===== src/rtl/computie_bus_pkg.sv =====
// rtl/computie_bus_pkg.sv - shared state type and bus direction constants for the Computie bus master
package computie_bus_pkg;

  typedef enum logic [2:0] {
    IDLE    = 3'd0,
    ADDR    = 3'd1,
    STROBE  = 3'd2,
    DATA    = 3'd3,
    RELEASE = 3'd4
  } bus_master_state_t;

  localparam logic DIR_TO_BUS   = 1'b1;
  localparam logic DIR_FROM_BUS = 1'b0;
  localparam logic BUS_READ     = 1'b1;
  localparam logic BUS_WRITE    = 1'b0;

endpackage


===== src/rtl/computie_rr_arbiter.sv =====
// rtl/computie_rr_arbiter.sv - round-robin picker; the search starts one past the last winner
module computie_rr_arbiter #(
  parameter int NUM_REQ = 4,
  parameter int IDX_W   = (NUM_REQ > 1) ? $clog2(NUM_REQ) : 1
) (
  input  logic               clk,
  input  logic               reset_n,
  input  logic [NUM_REQ-1:0] req,
  input  logic               enable,
  output logic [NUM_REQ-1:0] grant,
  output logic [IDX_W-1:0]   grant_idx,
  output logic               grant_valid
);

  logic [IDX_W-1:0] last_grant;
  logic [IDX_W-1:0] cand;

  always_comb begin
    grant_valid = 1'b0;
    grant_idx   = '0;
    cand        = '0;
    for (int k = 1; k <= NUM_REQ; k++) begin
      cand = IDX_W'((int'(last_grant) + k) % NUM_REQ);
      if (!grant_valid && req[cand]) begin
        grant_valid = 1'b1;
        grant_idx   = cand;
      end
    end
  end

  assign grant = grant_valid ? (NUM_REQ'(1) << grant_idx) : '0;

  // Pointer starts at the top requester so requester 0 wins first after reset.
  always_ff @(posedge clk or negedge reset_n) begin
    if (!reset_n) begin
      last_grant <= IDX_W'(NUM_REQ - 1);
    end else if (enable && grant_valid) begin
      last_grant <= grant_idx;
    end
  end

endmodule


===== src/rtl/computie_bus_master_arb.sv =====
// rtl/computie_bus_master_arb.sv - arbitrates NUM_REQ requesters onto one Computie bus master port
module computie_bus_master_arb
  import computie_bus_pkg::*;
#(
  parameter int BITWIDTH = 32,
  parameter int NUM_REQ  = 4,
  parameter int TIMEOUT  = 255
) (
  input  logic                        clk,
  input  logic                        reset_n,
  input  logic [NUM_REQ-1:0]          req,
  input  logic [NUM_REQ-1:0]          req_rw,
  input  logic [NUM_REQ*BITWIDTH-1:0] req_addr,
  input  logic [NUM_REQ*BITWIDTH-1:0] req_wdata,
  output logic [NUM_REQ-1:0]          grant,
  output logic                        done,
  output logic                        err,
  output logic [BITWIDTH-1:0]         rdata,
  output logic                        addr_strobe,
  output logic                        read_write,
  input  logic                        dtack_n,
  input  logic [BITWIDTH-1:0]         from_bus,
  output logic [BITWIDTH-1:0]         to_bus,
  output logic                        send_receive,
  output logic                        addr_oe,
  output logic                        data_oe,
  output logic                        data_dir,
  output logic                        demux_oe
);

  localparam int IDX_W = (NUM_REQ > 1) ? $clog2(NUM_REQ) : 1;
  localparam int CNT_W = $clog2(TIMEOUT + 1);
  localparam logic [CNT_W-1:0] CNT_LIMIT = CNT_W'(TIMEOUT);

  bus_master_state_t state;
  logic                dtack_meta;
  logic                dtack_s;
  logic [CNT_W-1:0]    cnt;
  logic [CNT_W-1:0]    cnt_next;
  logic                lat_rw;
  logic [BITWIDTH-1:0] lat_wdata;
  logic [NUM_REQ-1:0]  arb_grant;
  logic [IDX_W-1:0]    arb_idx;
  logic                arb_valid;

  computie_rr_arbiter #(
    .NUM_REQ (NUM_REQ),
    .IDX_W   (IDX_W)
  ) u_arb (
    .clk         (clk),
    .reset_n     (reset_n),
    .req         (req),
    .enable      (state == IDLE),
    .grant       (arb_grant),
    .grant_idx   (arb_idx),
    .grant_valid (arb_valid)
  );

  always_ff @(posedge clk or negedge reset_n) begin
    if (!reset_n) begin
      dtack_meta <= 1'b1;
      dtack_s    <= 1'b1;
    end else begin
      dtack_meta <= dtack_n;
      dtack_s    <= dtack_meta;
    end
  end

  assign cnt_next = (cnt == {CNT_W{1'b1}}) ? cnt : cnt + 1'b1;

  // Outputs are written on the transition into each state so every pin is a flop.
  always_ff @(posedge clk or negedge reset_n) begin
    if (!reset_n) begin
      state        <= IDLE;
      grant        <= '0;
      done         <= 1'b0;
      err          <= 1'b0;
      rdata        <= '0;
      to_bus       <= '0;
      addr_strobe  <= 1'b1;
      read_write   <= BUS_READ;
      send_receive <= 1'b0;
      addr_oe      <= 1'b0;
      data_oe      <= 1'b0;
      data_dir     <= DIR_FROM_BUS;
      demux_oe     <= 1'b0;
      cnt          <= '0;
      lat_rw       <= BUS_READ;
      lat_wdata    <= '0;
    end else begin
      done <= 1'b0;
      err  <= 1'b0;
      case (state)
        IDLE: begin
          if (arb_valid) begin
            grant        <= arb_grant;
            lat_rw       <= req_rw[arb_idx];
            lat_wdata    <= req_wdata[arb_idx*BITWIDTH +: BITWIDTH];
            to_bus       <= req_addr[arb_idx*BITWIDTH +: BITWIDTH];
            read_write   <= req_rw[arb_idx];
            send_receive <= 1'b1;
            addr_oe      <= 1'b1;
            demux_oe     <= 1'b1;
            state        <= ADDR;
          end
        end
        ADDR: begin
          addr_strobe <= 1'b0;
          state       <= STROBE;
        end
        STROBE: begin
          addr_oe  <= 1'b0;
          data_oe  <= 1'b1;
          data_dir <= (lat_rw == BUS_READ) ? DIR_FROM_BUS : DIR_TO_BUS;
          cnt      <= '0;
          if (lat_rw == BUS_WRITE) begin
            to_bus <= lat_wdata;
          end else begin
            demux_oe     <= 1'b0;
            send_receive <= 1'b0;
          end
          state <= DATA;
        end
        DATA: begin
          cnt <= cnt_next;
          // DTACK is checked first so it wins a tie with the timeout.
          if (!dtack_s || cnt_next == CNT_LIMIT) begin
            if (!dtack_s) begin
              if (lat_rw == BUS_READ) rdata <= from_bus;
            end else begin
              err <= 1'b1;
            end
            done         <= 1'b1;
            addr_strobe  <= 1'b1;
            data_oe      <= 1'b0;
            demux_oe     <= 1'b0;
            addr_oe      <= 1'b0;
            send_receive <= 1'b0;
            grant        <= '0;
            state        <= RELEASE;
          end
        end
        RELEASE: begin
          if (dtack_s) begin
            to_bus     <= '0;
            read_write <= BUS_READ;
            data_dir   <= DIR_FROM_BUS;
            state      <= IDLE;
          end
        end
        default: state <= IDLE;
      endcase
    end
  end

endmodule

===== config.mk =====
export PLATFORM = sky130hd
export DESIGN_NAME = computie_bus_master_arb
export DESIGN_NICKNAME = d
export VERILOG_FILES = /design/src/rtl/computie_bus_pkg.sv /design/src/rtl/computie_rr_arbiter.sv /design/src/rtl/computie_bus_master_arb.sv
export SDC_FILE = /design/constraint.sdc
export NUM_CORES = 1
export LEC_CHECK = 0
export BUFFER_PORTS_ARGS = -buffer_cell sky130_fd_sc_hd__buf_2
export CORE_AREA = 2 2 145 147
export CTS_BUF_LIST = sky130_fd_sc_hd__clkbuf_8
export CTS_CLUSTER_SIZE = 28
export DETAILED_ROUTE_END_ITERATION = 7
export DIE_AREA = 0 0 147 149
export GPL_TIMING_DRIVEN = 0
export PLACE_DENSITY = 0.66
export SLEW_MARGIN = 5
export SYNTH_ARGS = -nofsm -noshare
export SYNTH_HDL_FRONTEND = slang
export SYNTH_SLANG_ARGS = --single-unit
export TNS_END_PERCENT = 100

===== constraint.sdc =====
create_clock -name clk -period 2.9 [get_ports clk]
set_clock_uncertainty 0.1 [all_clocks]
set_input_delay 0.435 -clock clk [delete_from_list [all_inputs] [get_ports clk]]
set_output_delay 0.435 -clock clk [all_outputs]
set_load 0.01 [all_outputs]

==> out/qor.yml <==
status: "finished with violations"
violations: "DRC"
cts_max_level: 4
cts_resized: 0
cp_num_buf_inv: 2
p_leak_nw: 4.586
critPathKind: "flip-flop to flip-flop"
wl_mm: 28.40
critPathMostFrequentCell: "a21oi_1"
worst_slew_pin_slew_ps: 817.4
synthCells: 711
postCtsSetupBuffers: 0
hold_violations: 0
nNetsFinal: 1404
syn2layout_area_growth_pct: 38.28
setup_slack_ps: 164.7
syn_nets: 1011
finalSetupViolCount: 0
cp_max_fo: 10
drt_iter0_markers: 635
firstDrtPassIters: 8
initial_core_util: 0.3313
clockBufferDepth: 2
netlist_area_um2: 6812
fmax_mhz: 365.6
crit_arrival_ps: 3020
cp-end-kind: "flip-flop"
reg2regPathDepth: 7
dieArea_um2: 21900
finalWorstPathRequiredPeriod_ps: 2735
ys_warn_count: 0
wire_per_inst_um: 20.40
final_util: 0.4582
ys_ff_latch: 124
grt_use_total: 0.2513
viasPerCell: 5.466
syn_avg_cell_area_um2: 9.580
peakVddDrop_mv: 0.3241
pre_cts_ws_ps: 151.9
pin_count: 376
die_y_um: 149
vias: 7609
cts_root_buf: "clkbuf_8"
globalRoute.totalOverflow: 0
grt_max_degree: 70
drive_gt1_frac: 0.4369
synth_edf_count: 0
max_slew_margin: 0.4493
maxCapViolations: 0
tritoncts: "yes"
crit_chain: "buf_2 > nand2_1 > a21oi_1 > clkbuf_1 > a32oi_1 > a21oi_1 > a211o_1"
r2r_start: "u_arb.last_grant[1]"
crit_family: "compound AO/OA/AOI/OAI gates"
ys_seq_area_frac: 0.4568
max_stage_delay_ps: 650
core_um2: 20560
port_buffers: 371
async_flop_share: 1.000
cp-start-kind: "flip-flop"
min_to: "rdata[26]"
drv_slew: 0
crit_required_ps: 3190
hpwl_mm: 21.72
first_global_vias: 7248
power-per-cell-area_nw_per_um2: 995.1
grt_first_pass_wirelength_mm: 41.70
cts-hold-fix-buffers: 2
fin_crit_sh: 0.9432
rows: 53
cts_buffers: 17
power_mw: 9.373
clock_latency_ps: 450
place_congestion: 0.8406
antenna_found_initial: 1
reg2reg_setup_slack_ps: 160
hold_start: "from_bus[26]"
num_antenna_cells: 0
synthFlopType: "dfrtp_1"
cts.sink_count: 124
die_w_um: 147
clk_pin_slew_ps: 90
whs_path_depth: 2
drcViolationCount: 1
rsz0062_at_grt: "no"
cpMaxStageDelayCell: "clkbuf_1"
drtAntennaViolNets: 0
hp-class: "input port to flip-flop"
ys_types: 56
rr_endpoint: "to_bus[22]"
==> metal layers <==
metal	vias to the layer above	track usage	part of all wire
met5	-	0	0.00046
met1	3643	0.3248	0.42
met2	366	0.4115	0.49
met4	2	0.08510	0.020
li1	3555	-	-
met3	43	0.06636	0.071
==> layout by cell type, fill, tap and decap left out, types with 3 or more instances in the layout <==
| cell | Yosys | routed |
|---|---|---|
| a211o_1 | 32 | 32 |
| o2bb2ai_1 | 3 | 3 |
| nor3_1 | 6 | 6 |
| dfstp_2 | 7 | 7 |
| clkinv_4 | 0 | 3 |
| a32oi_1 | 66 | 66 |
| nand2_1 | 47 | 47 |
| clkbuf_1 | 29 | 29 |
| a22oi_1 | 6 | 6 |
| clkinvlp_4 | 0 | 4 |
| nand2b_1 | 5 | 5 |
| clkbuf_8 | 0 | 17 |
| nor2_1 | 78 | 78 |
| buf_6 | 3 | 4 |
| inv_6 | 0 | 5 |
| buf_2 | 34 | 404 |
| dfrtp_1 | 117 | 117 |
| inv_1 | 12 | 14 |
| o21ai_0 | 17 | 17 |
| a41o_1 | 4 | 4 |
| and3_1 | 4 | 4 |
| a31oi_1 | 7 | 7 |
| a21oi_1 | 118 | 118 |
| nand3_1 | 5 | 5 |
| mux2_2 | 30 | 30 |
| buf_4 | 5 | 5 |
| a222oi_1 | 32 | 32 |
==> worst reg2reg max path: cells and delay by family (launching register included) <==
family                 cells  cell delay (ps)
AND/OR/NAND/NOR            1              100
flip-flops                 1              520
buffers and inverters      2              830
AO/OA/AOI/OAI              4             1130
==> where the power goes <==
| group | switching (mW) | total, mW | internal, mW | leakage (nW) |
|---|---|---|---|---|
| registers | 0.498 | 3.06 | 2.56 | 1.50 |
| clock network | 0.790 | 1.40 | 0.605 | 0.175 |
| logic | 2.94 | 4.92 | 1.98 | 2.92 |
==> through the flow <==
stage / instances / TNS, ps / area (um2) / hold WS [ps]
finish: 1392 / 0 / 9419 / 101.8
detailed placement: 1358 / 0 / 9046 / 251.0
CTS: 1392 / 0 / 9419 / 64.31
global placement: 1357 / -53780 / 9012 / 246.5
floorplan: 711 / 0 / 6812 / 39.41
global route: 1392 / 0 / 9419 / 68.82
==> final cells by class <==
type                    instances  area (um2)
multi-input cells             502        3297
well taps                     275       344.1
fillers                      2055       11140
clock inverters                15       118.9
plain buffers                  73       357.8
repair buffers                374        1911
flip-flops and latches        124        3112
clock buffers                  17       234.0
inverters                      12       45.04
==> worst max-delay path by stage <==
stage               depth (start not counted)         end           startpoint
floorplan                                   7     addr_oe               cnt[0]
global placement                            1   rdata[17]              reset_n
detailed placement                          8      lat_rw               req[3]
CTS                                         7      lat_rw  u_arb.last_grant[0]
global route                                7  to_bus[29]  u_arb.last_grant[0]
finish                                      7  to_bus[22]  u_arb.last_grant[1]
==> cells by family after synthesis <==
family | after synthesis | synth area share
AOI/OAI and AO/OA | 308 | 0.3248
and+or+nand+nor | 159 | 0.1019
DFF | 124 | 0.4568
buffers and inverters | 85 | 0.05915
muxes | 32 | 0.05290
xor gates and xnor gates | 2 | 0.002572
adders and majority gates | 1 | 0.001837
==> cells in the mapped netlist, types with 2 or more instances <==
master,number,share of area
a211o_1,32,0.041
a211oi_1,2,0.0022
a21oi_1,118,0.087
a222oi_1,32,0.047
a22oi_1,6,0.0066
a31oi_1,7,0.0064
a32oi_1,66,0.085
a41o_1,4,0.0059
and2_1,2,0.0018
and3_1,4,0.0037
buf_1,2,0.0011
buf_2,34,0.025
buf_4,5,0.0055
buf_6,3,0.0050
clkbuf_1,29,0.016
dfrtp_1,117,0.43
dfstp_2,7,0.027
inv_1,12,0.0066
mux2_1,2,0.0033
mux2_2,30,0.050
nand2_1,47,0.026
nand2b_1,5,0.0046
nand3_1,5,0.0037
nand4_1,2,0.0018
nor2_1,78,0.043
nor2b_1,2,0.0018
nor3_1,6,0.0044
o211ai_1,2,0.0022
o21a_1,2,0.0022
o21ai_0,17,0.012
o21ai_1,2,0.0015
o2bb2ai_1,3,0.0039
o31ai_1,2,0.0022
xor2_1,2,0.0026
==> sequential cells by signal, indices dropped and copies added, names as in the netlist <==
signal,count
addr_oe,1
addr_strobe,1
cnt,8
data_dir,1
data_oe,1
demux_oe,1
done,1
dtack_meta,1
dtack_s,1
err,1
grant,4
lat_rw,1
lat_wdata,32
rdata,32
read_write,1
state,3
to_bus,32
u_arb.last_grant,2
No activity file was read; power rests on OpenSTA's default activity.
